### config.mk
export PLATFORM = sky130hd
export DESIGN_NAME = multicycle_ctrl
export DESIGN_NICKNAME = d
export VERILOG_FILES = /design/src/rtl/mc_ctrl_pkg.sv /design/src/rtl/mc_op_decode.sv /design/src/rtl/multicycle_ctrl.sv
export SDC_FILE = /design/constraint.sdc
export NUM_CORES = 1
export LEC_CHECK = 0
export BUFFER_PORTS_ARGS = -buffer_cell sky130_fd_sc_hd__buf_2
export CAP_MARGIN = 20
export CORE_ASPECT_RATIO = 0.7
export CORE_MARGIN = 1.5
export CORE_UTILIZATION = 35
export DETAILED_ROUTE_END_ITERATION = 16
export PLACE_DENSITY = 0.57
export SKIP_LAST_GASP = 1
export SLEW_MARGIN = 20
export SYNTH_ARGS = -nofsm -noshare
export SYNTH_HDL_FRONTEND = slang
export SYNTH_SLANG_ARGS = --single-unit
### constraint.sdc
create_clock -name i_clk -period 4.7 [get_ports i_clk]
set_input_delay 0 -clock i_clk [delete_from_list [all_inputs] [get_ports i_clk]]
set_output_delay 0 -clock i_clk [all_outputs]
set_load 0.03 [all_outputs]
### src/rtl/mc_ctrl_pkg.sv
// Shared encodings for the multi-cycle control FSM: states, instruction classes,
// opcodes, ALU operation classes and datapath mux selects.
package mc_ctrl_pkg;

    typedef enum logic [3:0] {
        FETCH, DECODE, MEMADR, MEMRD, MEMWB, MEMWR,
        EXEC, RWB, BRANCH, JUMP, IEXEC, IWB, TRAP
    } state_t;

    typedef enum logic [2:0] {
        CLS_RTYPE, CLS_MEM, CLS_BRANCH, CLS_JUMP, CLS_IMM, CLS_ILLEGAL
    } op_class_t;

    localparam logic [5:0] OP_RTYPE = 6'b000000;
    localparam logic [5:0] OP_LW    = 6'b100011;
    localparam logic [5:0] OP_SW    = 6'b101011;
    localparam logic [5:0] OP_BEQ   = 6'b000100;
    localparam logic [5:0] OP_BNE   = 6'b000101;
    localparam logic [5:0] OP_J     = 6'b000010;
    localparam logic [5:0] OP_JAL   = 6'b000011;
    localparam logic [5:0] OP_ADDI  = 6'b001000;
    localparam logic [5:0] OP_SLTI  = 6'b001010;
    localparam logic [5:0] OP_ANDI  = 6'b001100;
    localparam logic [5:0] OP_ORI   = 6'b001101;

    localparam logic [3:0] ALU_ADD   = 4'd0;
    localparam logic [3:0] ALU_SUB   = 4'd1;
    localparam logic [3:0] ALU_FUNCT = 4'd2;
    localparam logic [3:0] ALU_AND   = 4'd3;
    localparam logic [3:0] ALU_OR    = 4'd4;
    localparam logic [3:0] ALU_SLT   = 4'd5;

    localparam logic [1:0] REG_DST_RT = 2'b00;
    localparam logic [1:0] REG_DST_RD = 2'b01;
    localparam logic [1:0] REG_DST_RA = 2'b10;

    localparam logic       SRC_A_PC = 1'b0;
    localparam logic       SRC_A_RS = 1'b1;

    localparam logic [1:0] SRC_B_REG     = 2'b00;
    localparam logic [1:0] SRC_B_FOUR    = 2'b01;
    localparam logic [1:0] SRC_B_IMM     = 2'b10;
    localparam logic [1:0] SRC_B_IMM_SH2 = 2'b11;

    localparam logic [1:0] PC_SRC_ALU    = 2'b00;
    localparam logic [1:0] PC_SRC_ALUOUT = 2'b01;
    localparam logic [1:0] PC_SRC_JUMP   = 2'b10;

    localparam logic       EXT_ZERO = 1'b0;
    localparam logic       EXT_SIGN = 1'b1;

endpackage

### src/rtl/mc_op_decode.sv
// Opcode classifier: picks the dispatch class used by DECODE and the ALU
// operation / immediate extension used by the immediate-arithmetic states.
module mc_op_decode
    import mc_ctrl_pkg::*;
(
    input  logic [5:0] opcode,
    output op_class_t  op_class,
    output logic [3:0] imm_alu_op,
    output logic       imm_ext_mode
);

    always_comb begin
        op_class     = CLS_ILLEGAL;
        imm_alu_op   = ALU_ADD;
        imm_ext_mode = EXT_SIGN;
        case (opcode)
            OP_RTYPE:      op_class = CLS_RTYPE;
            OP_LW, OP_SW:  op_class = CLS_MEM;
            OP_BEQ, OP_BNE: op_class = CLS_BRANCH;
            OP_J, OP_JAL:  op_class = CLS_JUMP;
            OP_ADDI:       op_class = CLS_IMM;
            OP_SLTI: begin
                op_class   = CLS_IMM;
                imm_alu_op = ALU_SLT;
            end
            // Logical immediates take their constant zero-extended.
            OP_ANDI: begin
                op_class     = CLS_IMM;
                imm_alu_op   = ALU_AND;
                imm_ext_mode = EXT_ZERO;
            end
            OP_ORI: begin
                op_class     = CLS_IMM;
                imm_alu_op   = ALU_OR;
                imm_ext_mode = EXT_ZERO;
            end
            default: op_class = CLS_ILLEGAL;
        endcase
    end

endmodule

### src/rtl/multicycle_ctrl.sv
// Main control FSM for the multi-cycle datapath: sequences fetch/decode/execute
// over a shared memory port, traps on bad opcodes or memory timeouts, counts retirements.
module multicycle_ctrl
    import mc_ctrl_pkg::*;
#(
    parameter int CNT_W   = 32,
    parameter int TIMEOUT = 16
) (
    input  logic             i_clk,
    input  logic             i_rst,
    input  logic [5:0]       i_opcode,
    input  logic             i_mem_ready,
    output logic             o_pc_write,
    output logic             o_pc_write_cond,
    output logic             o_branch_ne,
    output logic             o_iord,
    output logic             o_mem_read,
    output logic             o_mem_write,
    output logic             o_ir_write,
    output logic [1:0]       o_reg_dst,
    output logic             o_mem_to_reg,
    output logic             o_pc_to_reg,
    output logic             o_reg_write,
    output logic             o_alu_src_a,
    output logic [1:0]       o_alu_src_b,
    output logic [3:0]       o_alu_op,
    output logic             o_ext_mode,
    output logic [1:0]       o_pc_source,
    output logic             o_illegal,
    output logic             o_bus_err,
    output logic [CNT_W-1:0] o_retired
);

    localparam int WAIT_W = $clog2(TIMEOUT + 1);
    localparam logic [WAIT_W-1:0] WAIT_LAST = WAIT_W'(TIMEOUT - 1);

    state_t            state;
    logic [WAIT_W-1:0] wait_cnt;
    op_class_t         op_class;
    logic [3:0]        imm_alu_op;
    logic              imm_ext_mode;

    mc_op_decode u_op_decode (
        .opcode       (i_opcode),
        .op_class     (op_class),
        .imm_alu_op   (imm_alu_op),
        .imm_ext_mode (imm_ext_mode)
    );

    always_ff @(posedge i_clk) begin
        if (i_rst) begin
            state     <= FETCH;
            wait_cnt  <= '0;
            o_illegal <= 1'b0;
            o_bus_err <= 1'b0;
            o_retired <= '0;
        end else begin
            case (state)
                // Memory-access states: completion wins over a timeout on the same cycle.
                FETCH, MEMRD, MEMWR: begin
                    if (i_mem_ready) begin
                        wait_cnt <= '0;
                        if (state == FETCH) begin
                            state <= DECODE;
                        end else if (state == MEMRD) begin
                            state <= MEMWB;
                        end else begin
                            state     <= FETCH;
                            o_retired <= o_retired + CNT_W'(1);
                        end
                    end else if (wait_cnt == WAIT_LAST) begin
                        wait_cnt  <= '0;
                        state     <= TRAP;
                        o_bus_err <= 1'b1;
                    end else begin
                        wait_cnt <= wait_cnt + WAIT_W'(1);
                    end
                end
                DECODE: begin
                    case (op_class)
                        CLS_RTYPE:  state <= EXEC;
                        CLS_MEM:    state <= MEMADR;
                        CLS_BRANCH: state <= BRANCH;
                        CLS_JUMP:   state <= JUMP;
                        CLS_IMM:    state <= IEXEC;
                        default: begin
                            state     <= TRAP;
                            o_illegal <= 1'b1;
                        end
                    endcase
                end
                MEMADR: state <= (i_opcode == OP_SW) ? MEMWR : MEMRD;
                EXEC:   state <= RWB;
                IEXEC:  state <= IWB;
                MEMWB, RWB, BRANCH, JUMP, IWB: begin
                    state     <= FETCH;
                    o_retired <= o_retired + CNT_W'(1);
                end
                default: state <= TRAP;
            endcase
        end
    end

    // Moore decode of the current state; only FETCH's IR/PC loads look at the handshake.
    always_comb begin
        o_pc_write      = 1'b0;
        o_pc_write_cond = 1'b0;
        o_branch_ne     = 1'b0;
        o_iord          = 1'b0;
        o_mem_read      = 1'b0;
        o_mem_write     = 1'b0;
        o_ir_write      = 1'b0;
        o_reg_dst       = REG_DST_RT;
        o_mem_to_reg    = 1'b0;
        o_pc_to_reg     = 1'b0;
        o_reg_write     = 1'b0;
        o_alu_src_a     = SRC_A_PC;
        o_alu_src_b     = SRC_B_REG;
        o_alu_op        = ALU_ADD;
        o_ext_mode      = EXT_ZERO;
        o_pc_source     = PC_SRC_ALU;
        case (state)
            FETCH: begin
                o_mem_read  = 1'b1;
                o_alu_src_b = SRC_B_FOUR;
                o_ir_write  = i_mem_ready;
                o_pc_write  = i_mem_ready;
            end
            DECODE: begin
                o_alu_src_b = SRC_B_IMM_SH2;
                o_ext_mode  = EXT_SIGN;
            end
            MEMADR: begin
                o_alu_src_a = SRC_A_RS;
                o_alu_src_b = SRC_B_IMM;
                o_ext_mode  = EXT_SIGN;
            end
            MEMRD: begin
                o_iord     = 1'b1;
                o_mem_read = 1'b1;
            end
            MEMWB: begin
                o_mem_to_reg = 1'b1;
                o_reg_write  = 1'b1;
            end
            MEMWR: begin
                o_iord      = 1'b1;
                o_mem_write = 1'b1;
            end
            EXEC: begin
                o_alu_src_a = SRC_A_RS;
                o_alu_op    = ALU_FUNCT;
            end
            RWB: begin
                o_reg_dst   = REG_DST_RD;
                o_reg_write = 1'b1;
            end
            BRANCH: begin
                o_alu_src_a     = SRC_A_RS;
                o_alu_op        = ALU_SUB;
                o_pc_write_cond = 1'b1;
                o_pc_source     = PC_SRC_ALUOUT;
                o_branch_ne     = (i_opcode == OP_BNE);
            end
            // jal writes back the PC that FETCH already advanced.
            JUMP: begin
                o_pc_source = PC_SRC_JUMP;
                o_pc_write  = 1'b1;
                if (i_opcode == OP_JAL) begin
                    o_reg_dst   = REG_DST_RA;
                    o_pc_to_reg = 1'b1;
                    o_reg_write = 1'b1;
                end
            end
            IEXEC: begin
                o_alu_src_a = SRC_A_RS;
                o_alu_src_b = SRC_B_IMM;
                o_alu_op    = imm_alu_op;
                o_ext_mode  = imm_ext_mode;
            end
            IWB: begin
                o_reg_write = 1'b1;
                o_alu_op    = imm_alu_op;
                o_ext_mode  = imm_ext_mode;
            end
            default: ;
        endcase
        if (i_rst) begin
            o_pc_write      = 1'b0;
            o_pc_write_cond = 1'b0;
            o_mem_read      = 1'b0;
            o_mem_write     = 1'b0;
            o_ir_write      = 1'b0;
            o_reg_write     = 1'b0;
        end
    end

endmodule

Yosys cells after proc, flatten, opt, wreduce, memory -nomap -nowiden. Index checks and enable logic that the tools add are counted. W data, S select, Z words.

Register bits after elaboration: 43. Input port bits: 9. Output and inout bits: 56. Word-level logic and storage cells: 101.

$add $sub $neg: 2. Equal/unequal tests: 30. Mux-type cells: 40. Bitwise operators: 2. Reductions and logical operators: 22.

Operator list (count): $mux W32 (3); $pmux W32 S2 (1); $add A32 B1 Y32 const B (1); $eq A6 B4 Y1 const B (4); $pmux W4 S6 (1); $pmux W4 S5 (1); $reduce_or A2 Y1 (9); $mux W1 (17); $eq A4 B3 Y1 const B (4); $eq A4 B4 Y1 const B (4); $pmux W3 S5 (1); $eq A6 B2 Y1 const B (2); $eq A6 B3 Y1 const B (2); $eq A6 B6 Y1 const B (2); $pmux W4 S3 (1); $mux W5 (2); $reduce_or A5 Y1 (2); $mux W3 (3); $pmux W3 S3 (1); $eq A4 B2 Y1 const B (2); $mux W4 (2); $pmux W2 S2 (2); $reduce_or A4 Y1 (2); $eq A3 B2 Y1 const B (2); other kinds (19) (25).

Logic depth before layout (Yosys ltp).
Word-level depth: 7. Gate-level depth with buffers: 7. Gate-level depth less buffers: 6.

Hierarchy. A second synthesis with hierarchy kept.

Cell total of the unflattened synthesis: 335. Area, all modules: 2601.2 um2.

Modules (own cells, without submodules): multicycle_ctrl (instances 1, cells an instance 312, area an instance 2471.1 um2, sequential area each 860.8 um2); mc_op_decode (instances 1, cells an instance 23, area an instance 130.1 um2, sequential area each 0.0 um2).

Least setup slack after synthesis. OpenSTA, ideal clock, no wires.

Path type: reg2out. From: reg state[0]. To: out o_pc_write. Data arrival time: 2186 ps. Required time: 4700 ps. Path slack: 2514 ps. Stages on the path, launching flop included: 5. Buffers on the path: 1. Cell sequence: dfxtp_1 -> clkbuf_1 -> nor3_1 -> nor4b_1 -> a21o_1.

Longest elaborated chain between the ends: 3. Elaborated cells on any way between the ends: 4. Classes of those cells: eq/ne (1); mux (2); reduce/logical (1).

RTL lines: start, declared (line multicycle_ctrl.sv:37) `state_t state;`; start signal, assigned (line multicycle_ctrl.sv:92) `MEMADR: state <= (i_opcode == OP_SW) ? MEMWR : MEMRD;`; $eq A4 B4 Y1 / $logic_not A4 Y1 (equally long branches) (line multicycle_ctrl.sv:122) `case (state)`; $pmux W1 S2 * (line multicycle_ctrl.sv:122); $mux W1 * (line multicycle_ctrl.sv:188) `if (i_rst) begin`; end, declared (line multicycle_ctrl.sv:13) `output logic o_pc_write,`.

Every way passes the cells marked *; elsewhere a longest branch is shown, timed or not.

Worst setup path in the final report.
From: reg state[3]. To: reg o_retired[31].

Longest elaborated chain between the ends: 4. Elaborated cells on any way between the ends: 16. Classes of those cells: eq/ne (10); mux (1); reduce/logical (5).

RTL lines: $eq A4 B2 Y1, or another cell as far along (line multicycle_ctrl.sv:58, multicycle_ctrl.sv:65); $reduce_or A3 Y1 / $reduce_or A5 Y1 (equally long branches) (line multicycle_ctrl.sv:58) `case (state)`; $ne A2 B2 Y1 (no line) / $reduce_bool A2 Y1 (equally long branches); $reduce_and A4 Y1 (no line); end signal, assigned (line multicycle_ctrl.sv:69) `o_retired <= o_retired + CNT_W'(1);`; end signal, assigned (line multicycle_ctrl.sv:97) `o_retired <= o_retired + CNT_W'(1);`; end, declared (line multicycle_ctrl.sv:31) `output logic [CNT_W-1:0] o_retired`.

Parallel ways exist; a longest one is shown, timed or not. A chain may end at the register's enable or synchronous reset.

==> out/qor.yml <==
outcome:
  outcome: "finished clean"
placed_design:
  post-dp-hpwl_mm: 4.40
  routabilityCongestion: 0.832
  place_ws_ns: 1.92
  io_buffers: 63
critical_path:
  r2r_slack_ns: 1.89
  setup.worst_path.start_class: "flop"
  max_stage_delay_ns: 0.78
  cp-endpoint: "o_retired[31]"
  path_class: "flop to flop"
  r2r_cells: 5
  worstPathMaxFanout: 24
  r2r_end: "o_retired[31]"
  crit_required_ns: 4.93
  slowest_stage: "dfxtp_1"
  r2r_start: "state[3]"
  cp.arrival_ns: 3.04
  end_kind: "flop"
  startpoint: "state[3]"
  worstPathCellList: "nor2b_1, a2111oi_4, nand4_2, or3_1, a21oi_1"
timing:
  post-route-period-util_pct: 59.8
  drv_slew: 0
  worstMarginPinSlew_ns: 0.966
  tns_ns: 0
  fmax_mhz: 356
  finClkSkew_ns: 0.0105
  finalCriticalPeriod_ns: 2.81
  setup_viol: 0
  rsz0062_at_grt: "no"
  layout_setup_ws_ns: 1.89
  slew_headroom_pct: 35.1
  hold_violations: 0
clocking:
  clockBufferDepth: 2
  clock-root-buffer: "clkbuf_8"
  clock_sinks: 43
  cts_tree: "built"
  cts_buffers: 5
  cts_resized: 0
  cts_setup_buffers: 0
  clk_latency_ns: 0.31
  htreeDepth: 2
  path_clk_slew_ns: 0.08
  cts_hold_buf: 0
finish:
  antenna_cells: 0
  drive_above_1_share_pct: 20.7
  nets: 387
  syn_to_final_growth_pct: 19.6
floorplan:
  start_util_pct: 36.6
  fp.dieH_um: 73.6
  die_w_um: 104
  boundaryPins: 65
  dieArea_mm2: 0.00764
  core_area_mm2: 0.00682
  rows: 25
logic_synthesis:
  synth-seq-area-share_pct: 34.5
  synth_top_area_share_pct: 34.5
  yosysMostFrequentCell: "nor2_1"
  synth.avg_cell_area_um2: 7.65
  synth_nets: 337
  synth_edf_count: 0
  ys.flop_type: "dfxtp_1"
  yosysWarnings: 0
  synthArstFlopShare_pct: 0
  netlist_area_mm2: 0.00249
  yosysUniqueCellTypes: 46
  ys_seq_elements: 43
  yosysTopAreaCell: "dfxtp_1"
  ys_top_cells_by_area: "dfxtp_1 35%, xor2_1 8.1%, nor2_1 7.8%"
  synth_common_cells: "52 x nor2_1, 43 x dfxtp_1, 23 x xor2_1"
  syn_inst: 326
drt:
  post-route-drc-count: 0
  drtAntennaViolNets: 0
  drt-initial-drc-count: 150
  vias: 2439
  vias_per_cell: 5.18
  drt_wl_total_mm: 6.23
  wire_per_inst_um: 13.2
  first_pass_iters: 4
power_and_ir_drop:
  ir_drop_mv: 0.184
  p_per_area_mw_per_mm2: 372
  p_leak_nw: 1.24
global_route:
  grt.overflow.total: 0
  grt_max_degree: 50
  grt_pass1_wl_mm: 10.3
  grt_use_total_pct: 16.8
  antenna_found_initial: 0
  grt_pass1_vias: 2075
flow_run:
  maxCapViolCount: 0
worst_hold_path:
  worstHoldPathType: "input port to flop"
[logic make-up (layout without fill, tap and decap cells)]
| group | Yosys count | after routing | share of synthesized area [%] |
|---|---|---|---|
| AOI/OAI and AO/OA | 50 | 50 | 13.1 |
| xor gates and xnor gates | 27 | 27 | 9.49 |
| adders and majority gates | 2 | 2 | 1.00 |
| buffers and inverters | 31 | 82 | 5.07 |
| DFF | 43 | 43 | 34.5 |
| muxes | 2 | 2 | 0.803 |
| other | 1 | 1 | 0.150 |
| and+or+nand+nor | 170 | 170 | 35.9 |
[registers in the layout (all words and copies together), names as in the netlist]
signal	flops
o_bus_err	1
o_illegal	1
wait_cnt	5
state	4
o_retired	32
[layout by cell type, fill, tap and decap left out, types with 10 or more instances in the layout]
master and count:
nand2_1 20, buf_2 63, inv_1 10, a21oi_1 17
nand4_1 20, nor2_1 52, nand3_1 15, xor2_1 23
o21ai_0 11, dfxtp_1 43, nor3_1 13
[worst min-delay path by stage]
stage / from / to / slack [ns] / cells after the start
floorplan: i_rst / o_ir_write / 0.12 / 1
CTS: i_opcode[4] / state[1] / 0.05 / 3
detailed placement: i_opcode[4] / state[1] / 0.38 / 3
global route: i_opcode[4] / state[1] / 0.07 / 3
finish: i_opcode[4] / state[1] / 0.06 / 3
global placement: i_opcode[4] / o_illegal / 0.39 / 3
[routing by layer]
metal  part of all wire (%)  global-route usage (%)
met2                     40                    23.4
met1                     53                    25.1
met4                    1.1                    5.56
met3                    6.0                    4.17
met5                      0                       0
[report_power, final]
part           switching, W  leakage [nW]  internal (W)
Combinational      0.000223         0.830      0.000110
Clock              0.000135        0.0644      0.000212
Sequential        0.0000460         0.347      0.000382
[stage by stage]
step                      cells  cell area (um2)  hold WS [ns]  util [%]  total power [W]
after floorplan             326             2490         0.122         -         0.000688
after global placement      463             2840         0.387      41.7         0.000769
after detailed placement    463             2840         0.379      41.7         0.000768
after CTS                   471             2980        0.0519      43.7          0.00112
after global routing        471             2980        0.0674      43.7          0.00117
final                       471             2980        0.0584      43.7          0.00111
[cell type report]
type	count	area, um2
clock inverter	3	67.6
inverter	10	37.5
timing repair buffer	64	323
clock buffer	5	68.8
sequential	43	861
tap	94	118
multi-input combinational	252	1510
fill	703	3840
[worst max-delay path: cells and delay by family, from the launching register on]
family,cells,cell delay (ns)
compound gates,2,0.89
flops,1,0.78
simple gates,3,1.05
No activity file was read; power rests on OpenSTA's default activity.
